### config.mk
export PLATFORM = sky130hd
export DESIGN_NAME = level_controller
export DESIGN_NICKNAME = d
export VERILOG_FILES = /design/src/rtl/level_controller_pkg.sv /design/src/rtl/level_controller_hold_timer.sv /design/src/rtl/level_controller.sv
export SDC_FILE = /design/constraint.sdc
export NUM_CORES = 1
export LEC_CHECK = 0
export CAP_MARGIN = 40
export CORE_MARGIN = 2
export CORE_UTILIZATION = 60
export CTS_CLUSTER_DIAMETER = 50
export DETAILED_ROUTE_END_ITERATION = 10
export DONT_BUFFER_PORTS = 1
export PLACE_DENSITY = 0.87
export RECOVER_POWER = 50
export SLEW_MARGIN = 20
export SYNTH_ARGS = -nofsm -noshare
export SYNTH_HDL_FRONTEND = slang
export SYNTH_SLANG_ARGS = --single-unit
export TNS_END_PERCENT = 10
### constraint.sdc
create_clock -name clk -period 4.41 [get_ports clk]
set_clock_uncertainty 0.2 [all_clocks]
set_input_delay 1.1025 -clock clk [delete_from_list [all_inputs] [get_ports clk]]
set_output_delay 1.1025 -clock clk [all_outputs]
set_load 0.02 [all_outputs]
### src/rtl/level_controller_pkg.sv
// Shared game-progress definitions: state encoding and level/lives range defaults.
// Imported by the sequencer and by the display and round-generator stages so they agree on range.
// No logic; types and constants only.
package level_controller_pkg;

    // Sequencer states, one 3-bit code each.
    typedef enum logic [2:0] {
        ST_IDLE      = 3'd0,
        ST_PLAY      = 3'd1,
        ST_PASS_HOLD = 3'd2,
        ST_FAIL_HOLD = 3'd3,
        ST_WIN       = 3'd4,
        ST_LOSE      = 3'd5
    } lc_state_t;

    // Highest level of a game (legal 1..15, fits the 4-bit level bus).
    localparam int DEF_MAX_LEVEL = 8;

    // Fails allowed per game (legal 1..3, fits the 2-bit lives bus).
    localparam int DEF_LIVES = 3;

    // Post-round hold: 1 s at 100 MHz.
    localparam int DEF_HOLD_CYCLES = 100_000_000;

endpackage

### src/rtl/level_controller_hold_timer.sv
// Post-round hold timer: active for exactly HOLD_CYCLES cycles after a load.
// Latency: active rises the cycle after load; done is high in the last active cycle.
// No backpressure; a load while active restarts the count from 0.
module hold_timer #(
    parameter int HOLD_CYCLES = 100_000_000
) (
    input  logic clk,
    input  logic rst,
    input  logic load,
    output logic active,
    output logic done
);

    // Counter only needs to reach HOLD_CYCLES-1; keep at least one bit for HOLD_CYCLES==1.
    localparam int CW = (HOLD_CYCLES > 1) ? $clog2(HOLD_CYCLES) : 1;
    localparam logic [CW-1:0] TERM = CW'(HOLD_CYCLES - 1);

    logic [CW-1:0] cnt_q;
    logic [CW-1:0] cnt_d;
    logic          active_q;
    logic          active_d;

    // Next-state: restart on load, count while active, park at 0 when idle.
    always_comb begin
        cnt_d    = cnt_q;
        active_d = active_q;
        if (load) begin
            cnt_d    = '0;
            active_d = 1'b1;
        end else if (active_q) begin
            if (cnt_q == TERM) begin
                cnt_d    = '0;
                active_d = 1'b0;
            end else begin
                cnt_d = cnt_q + 1'b1;
            end
        end
    end

    // Counter and activity registers with synchronous reset.
    always_ff @(posedge clk) begin
        if (rst) begin
            cnt_q    <= '0;
            active_q <= 1'b0;
        end else begin
            cnt_q    <= cnt_d;
            active_q <= active_d;
        end
    end

    assign active = active_q;
    assign done   = active_q && (cnt_q == TERM);

endmodule

### src/rtl/level_controller.sv
// Game-progress sequencer: level 1..MAX_LEVEL, lives, post-round hold, win/lose reporting.
// Latency: every output is registered and responds the cycle after the input pulse is sampled.
// No backpressure; pulses arriving while busy or outside PLAY are discarded.
module level_controller
    import level_controller_pkg::*;
#(
    parameter int MAX_LEVEL   = DEF_MAX_LEVEL,
    parameter int LIVES       = DEF_LIVES,
    parameter int HOLD_CYCLES = DEF_HOLD_CYCLES
) (
    input  logic       clk,
    input  logic       rst,
    input  logic       start,
    input  logic       round_pass,
    input  logic       round_fail,
    output logic [3:0] curr_level,
    output logic [1:0] lives_left,
    output logic       round_start,
    output logic       busy,
    output logic       game_won,
    output logic       game_over
);

    localparam logic [3:0] MAX_LEVEL_4 = 4'(MAX_LEVEL);
    localparam logic [1:0] LIVES_2     = 2'(LIVES);

    lc_state_t  state_q;
    logic [3:0] curr_level_q;
    logic [1:0] lives_left_q;
    logic       round_start_q;
    logic       game_won_q;
    logic       game_over_q;

    logic       hold_load;
    logic       hold_active;
    logic       hold_done;

    // A hold begins when PLAY sees a fail that leaves lives, or a pass below the top level.
    always_comb begin
        hold_load = 1'b0;
        if (state_q == ST_PLAY) begin
            if (round_fail) begin
                hold_load = (lives_left_q > 2'd1);
            end else if (round_pass) begin
                hold_load = (curr_level_q != MAX_LEVEL_4);
            end
        end
    end

    hold_timer #(
        .HOLD_CYCLES (HOLD_CYCLES)
    ) u_hold_timer (
        .clk    (clk),
        .rst    (rst),
        .load   (hold_load),
        .active (hold_active),
        .done   (hold_done)
    );

    // Sequencer FSM with level/lives and registered status outputs.
    always_ff @(posedge clk) begin
        if (rst) begin
            state_q       <= ST_IDLE;
            curr_level_q  <= 4'd0;
            lives_left_q  <= 2'd0;
            round_start_q <= 1'b0;
            game_won_q    <= 1'b0;
            game_over_q   <= 1'b0;
        end else begin
            round_start_q <= 1'b0;
            case (state_q)
                ST_IDLE, ST_WIN, ST_LOSE: begin
                    if (start) begin
                        state_q       <= ST_PLAY;
                        curr_level_q  <= 4'd1;
                        lives_left_q  <= LIVES_2;
                        round_start_q <= 1'b1;
                        game_won_q    <= 1'b0;
                        game_over_q   <= 1'b0;
                    end
                end
                ST_PLAY: begin
                    // Fail takes precedence over a simultaneous pass.
                    if (round_fail) begin
                        if (lives_left_q > 2'd1) begin
                            lives_left_q <= lives_left_q - 2'd1;
                            state_q      <= ST_FAIL_HOLD;
                        end else begin
                            lives_left_q <= 2'd0;
                            game_over_q  <= 1'b1;
                            state_q      <= ST_LOSE;
                        end
                    end else if (round_pass) begin
                        if (curr_level_q == MAX_LEVEL_4) begin
                            game_won_q <= 1'b1;
                            state_q    <= ST_WIN;
                        end else begin
                            state_q <= ST_PASS_HOLD;
                        end
                    end
                end
                ST_PASS_HOLD: begin
                    if (hold_done) begin
                        curr_level_q  <= curr_level_q + 4'd1;
                        round_start_q <= 1'b1;
                        state_q       <= ST_PLAY;
                    end
                end
                ST_FAIL_HOLD: begin
                    if (hold_done) begin
                        round_start_q <= 1'b1;
                        state_q       <= ST_PLAY;
                    end
                end
                default: begin
                    state_q <= ST_IDLE;
                end
            endcase
        end
    end

    assign curr_level  = curr_level_q;
    assign lives_left  = lives_left_q;
    assign round_start = round_start_q;
    assign busy        = hold_active;
    assign game_won    = game_won_q;
    assign game_over   = game_over_q;

endmodule

==> flow_summary_export.csv <==
group,metric,value,unit
outcome,status,"finished, final reports clean",
layout,diodes,0,
yosys,synth_top_area_share,41.24,%
floorplanning,die-area,0.003708,mm²
yosys,synth-edff-count,0,
yosys,synth_area_per_cell,8.443,µm²
global_route,grt_max_degree,24,
worst_setup_path,cp-start-kind,"flip-flop",
floorplanning,die_w,60.89,µm
clocking,post_cts_resize_count,0,
job,cap_violations,0,
route,detail-route-antenna-nets,0,
timing,slew_viol_final,0,
yosys,ys_async_sr_fraction,0,%
timing,setup_slack,1.553,ns
timing,timing.setup.tns,0,ns
floorplanning,die_h,60.89,µm
clocking,cts_made_buffers,5,
clocking,h-tree-depth,2,
timing,max_slew_margin,55.65,%
yosys,syn_nets,238,
clocking,path_clk_slew,0.11,ns
yosys,ys_seq_area_share,41.24,%
power,power_leakage,0.6973,nW
route,wl_per_cell,13.87,µm
timing,fmax,350.0,MHz
yosys,synth_top_cell_by_area,"dfxtp_1",
layout,area_delta_synth_final,4.961,%
worst_setup_path,critPathCaptureType,"flip-flop",
global_route,gr-total-overflow,0,
yosys,synth_ff_type,"dfxtp_1",
clocking,cts.sinks,40,
clocking,root_buffer,"clkbuf_4",
place,place.port_buffers,0,
layout,post-route-util,66.22,%
clocking,holdBufCountCts,0,
yosys,yosys_register_bits,40,
clocking,cts_tree,"done",
global_route,grt_pass1_wl,6396,µm
min_path,hold_class,"reg -> reg",
worst_setup_path,crit_type,"reg -> reg",
worst_setup_path,critPathMaxFanout,14,
yosys,synth_area,0.001942,mm²
clocking,cts.path.max_buffers,2,
timing,rsz0062_at_grt,"false",
layout,layout.nets,241,
timing,period_minus_slack,2.857,ns
floorplanning,rows,20,
route,drc,0,
clocking,cts_setup_buffers,0,
yosys,synthTopCellsByArea,"dfxtp_1 (41%), xor2_1 (8.1%), nor2_1 (6.8%), nand4_1 (4.5%), nand3_1 (4.1%)",
worst_setup_path,required,4.46,ns
global_route,antenna_found_initial,0,
timing,tightest_slew,0.6562,ns
route,wl,3857,µm
timing,timing.hold.ws,0.3040,ns
route,num_vias,1650,
place,dp_hpwl,2795,µm
route,viasPerCell,5.935,
timing,hold_viol_final,0,
timing,finalSetupViolCount,0,
floorplanning,core_area,0.003078,mm²
global_route,grtUsageTotal,23.46,%
layout,drive_above_1_share,6.410,%
yosys,ys_warn_count,0,
yosys,ys_types,43,
global_route,grt_pass1_vias,1404,
route,drt_iter0_markers,209,
timing,fin_crit_sh,64.78,%
clocking,worstSkewPairLatency,0.35,ns
yosys,synthCells,230,
route,firstDrtPassIters,4,
floorplanning,start_util,63.09,%
worst_setup_path,cp.arrival,2.90,ns
place,place_ws,1.174,ns
power,pwr_density_cell,365.3,mW/mm²
floorplanning,io_pins,15,
place,place_congestion,0.8368,
power,ir_drop,0.2196,mV
[power breakdown]
part / internal [mW] / switching (mW)
combinational: 0.0496 / 0.0717
sequential: 0.384 / 0.0451
clock: 0.0788 / 0.116
total: 0.512 / 0.232
[kinds of logic after synthesis]
kind of cell             Yosys count  synth area share, %
AO/OA/AOI/OAI                     30                9.472
XOR/XNOR                          23                10.37
buffers and inverters             11                2.319
multiplexers                       1               0.5799
adder cells (fa/ha/maj)            3                1.933
AND/OR/NAND/NOR                  122                34.08
flip-flops                        40                41.24
[layout make-up]
| type | instances | area [µm²] |
|---|---|---|
| multi-input combinational | 179 | 1089 |
| fill | 257 | 1040 |
| sequential | 40 | 800.8 |
| clock buffer | 8 | 58.81 |
| tap | 44 | 55.05 |
| inverter | 5 | 18.77 |
| timing repair buffer | 2 | 16.27 |
[synthesized netlist by cell type (4+ instances only)]
cell / n
nor2b_1: 4
and3_1: 4
nand4_1: 14
o21ai_0: 6
nand3_1: 16
a21oi_1: 11
nand2_1: 17
nor2_1: 35
xnor2_1: 5
nor3_1: 5
xor2_1: 18
nand2b_1: 5
dfxtp_1: 40
inv_1: 5
[path summary, 6_finish.rpt]
check / cells after the start / slack [ns] / endpoint / startpoint
worst max-delay path: 6 / 1.55 / u_hold_timer.cnt_q[6]$_SDFFE_PP0P_ / u_hold_timer.active$_SDFF_PP0_
worst min-delay path: 2 / 0.30 / u_hold_timer.cnt_q[1]$_SDFFE_PP0P_ / u_hold_timer.cnt_q[1]$_SDFFE_PP0P_
worst max register to register: 6 / 1.55 / u_hold_timer.cnt_q[6]$_SDFFE_PP0P_ / u_hold_timer.active$_SDFF_PP0_
worst min register to register: 2 / 0.30 / u_hold_timer.cnt_q[1]$_SDFFE_PP0P_ / u_hold_timer.cnt_q[1]$_SDFFE_PP0P_
[registers in the layout (all words and copies together), names as in the netlist]
signal,flops
curr_level,4
game_over,1
game_won,1
lives_left,2
round_start,1
state_q,3
u_hold_timer.active,1
u_hold_timer.cnt_q,27
[metrics by stage]
step | cell area (µm²) | power [mW] | cells
after floorplan | 1942 | 0.5289 | 230
after global placement | 1971 | 0.5484 | 268
after detailed placement | 1976 | 0.5520 | 269
after CTS | 2034 | 0.7403 | 277
after global routing | 2038 | 0.7816 | 278
final | 2038 | 0.7447 | 278
[worst max-delay path, cell delays in order (launching register included)]
cell and delay [ns]:
dfxtp_1 0.62, nand4_1 0.37, nor2_1 0.55, nand3_1 0.35, nand2b_1 0.40, buf_6 0.22
nor2_1 0.06
[layer usage]
layer | track usage, % | wire, µm | part of all wire (%)
met5 | 0 | 0 | 0
met4 | 9.317 | 91 | 2.4
met3 | 7.463 | 157 | 4.1
met2 | 34.10 | 1760 | 46
met1 | 32.37 | 1849 | 48
[layout by cell type, fill, tap and decap left out, drive strengths merged, types with 2 or more instances in the layout]
cell type	n
a21oi	11
nor4	3
inv	5
buf	2
nor2b	4
nand4	14
or3	2
o21ai	6
a31oi	3
or2	2
xor2	18
nand2	17
nand4b	2
a211oi	3
or4	2
xnor2	5
and3	4
ha	3
nor2	37
nand3	17
clkbuf	8
nand2b	5
dfxtp	40
nor3	6
and4	3
Note: power is estimated with default switching activity, not from simulation.
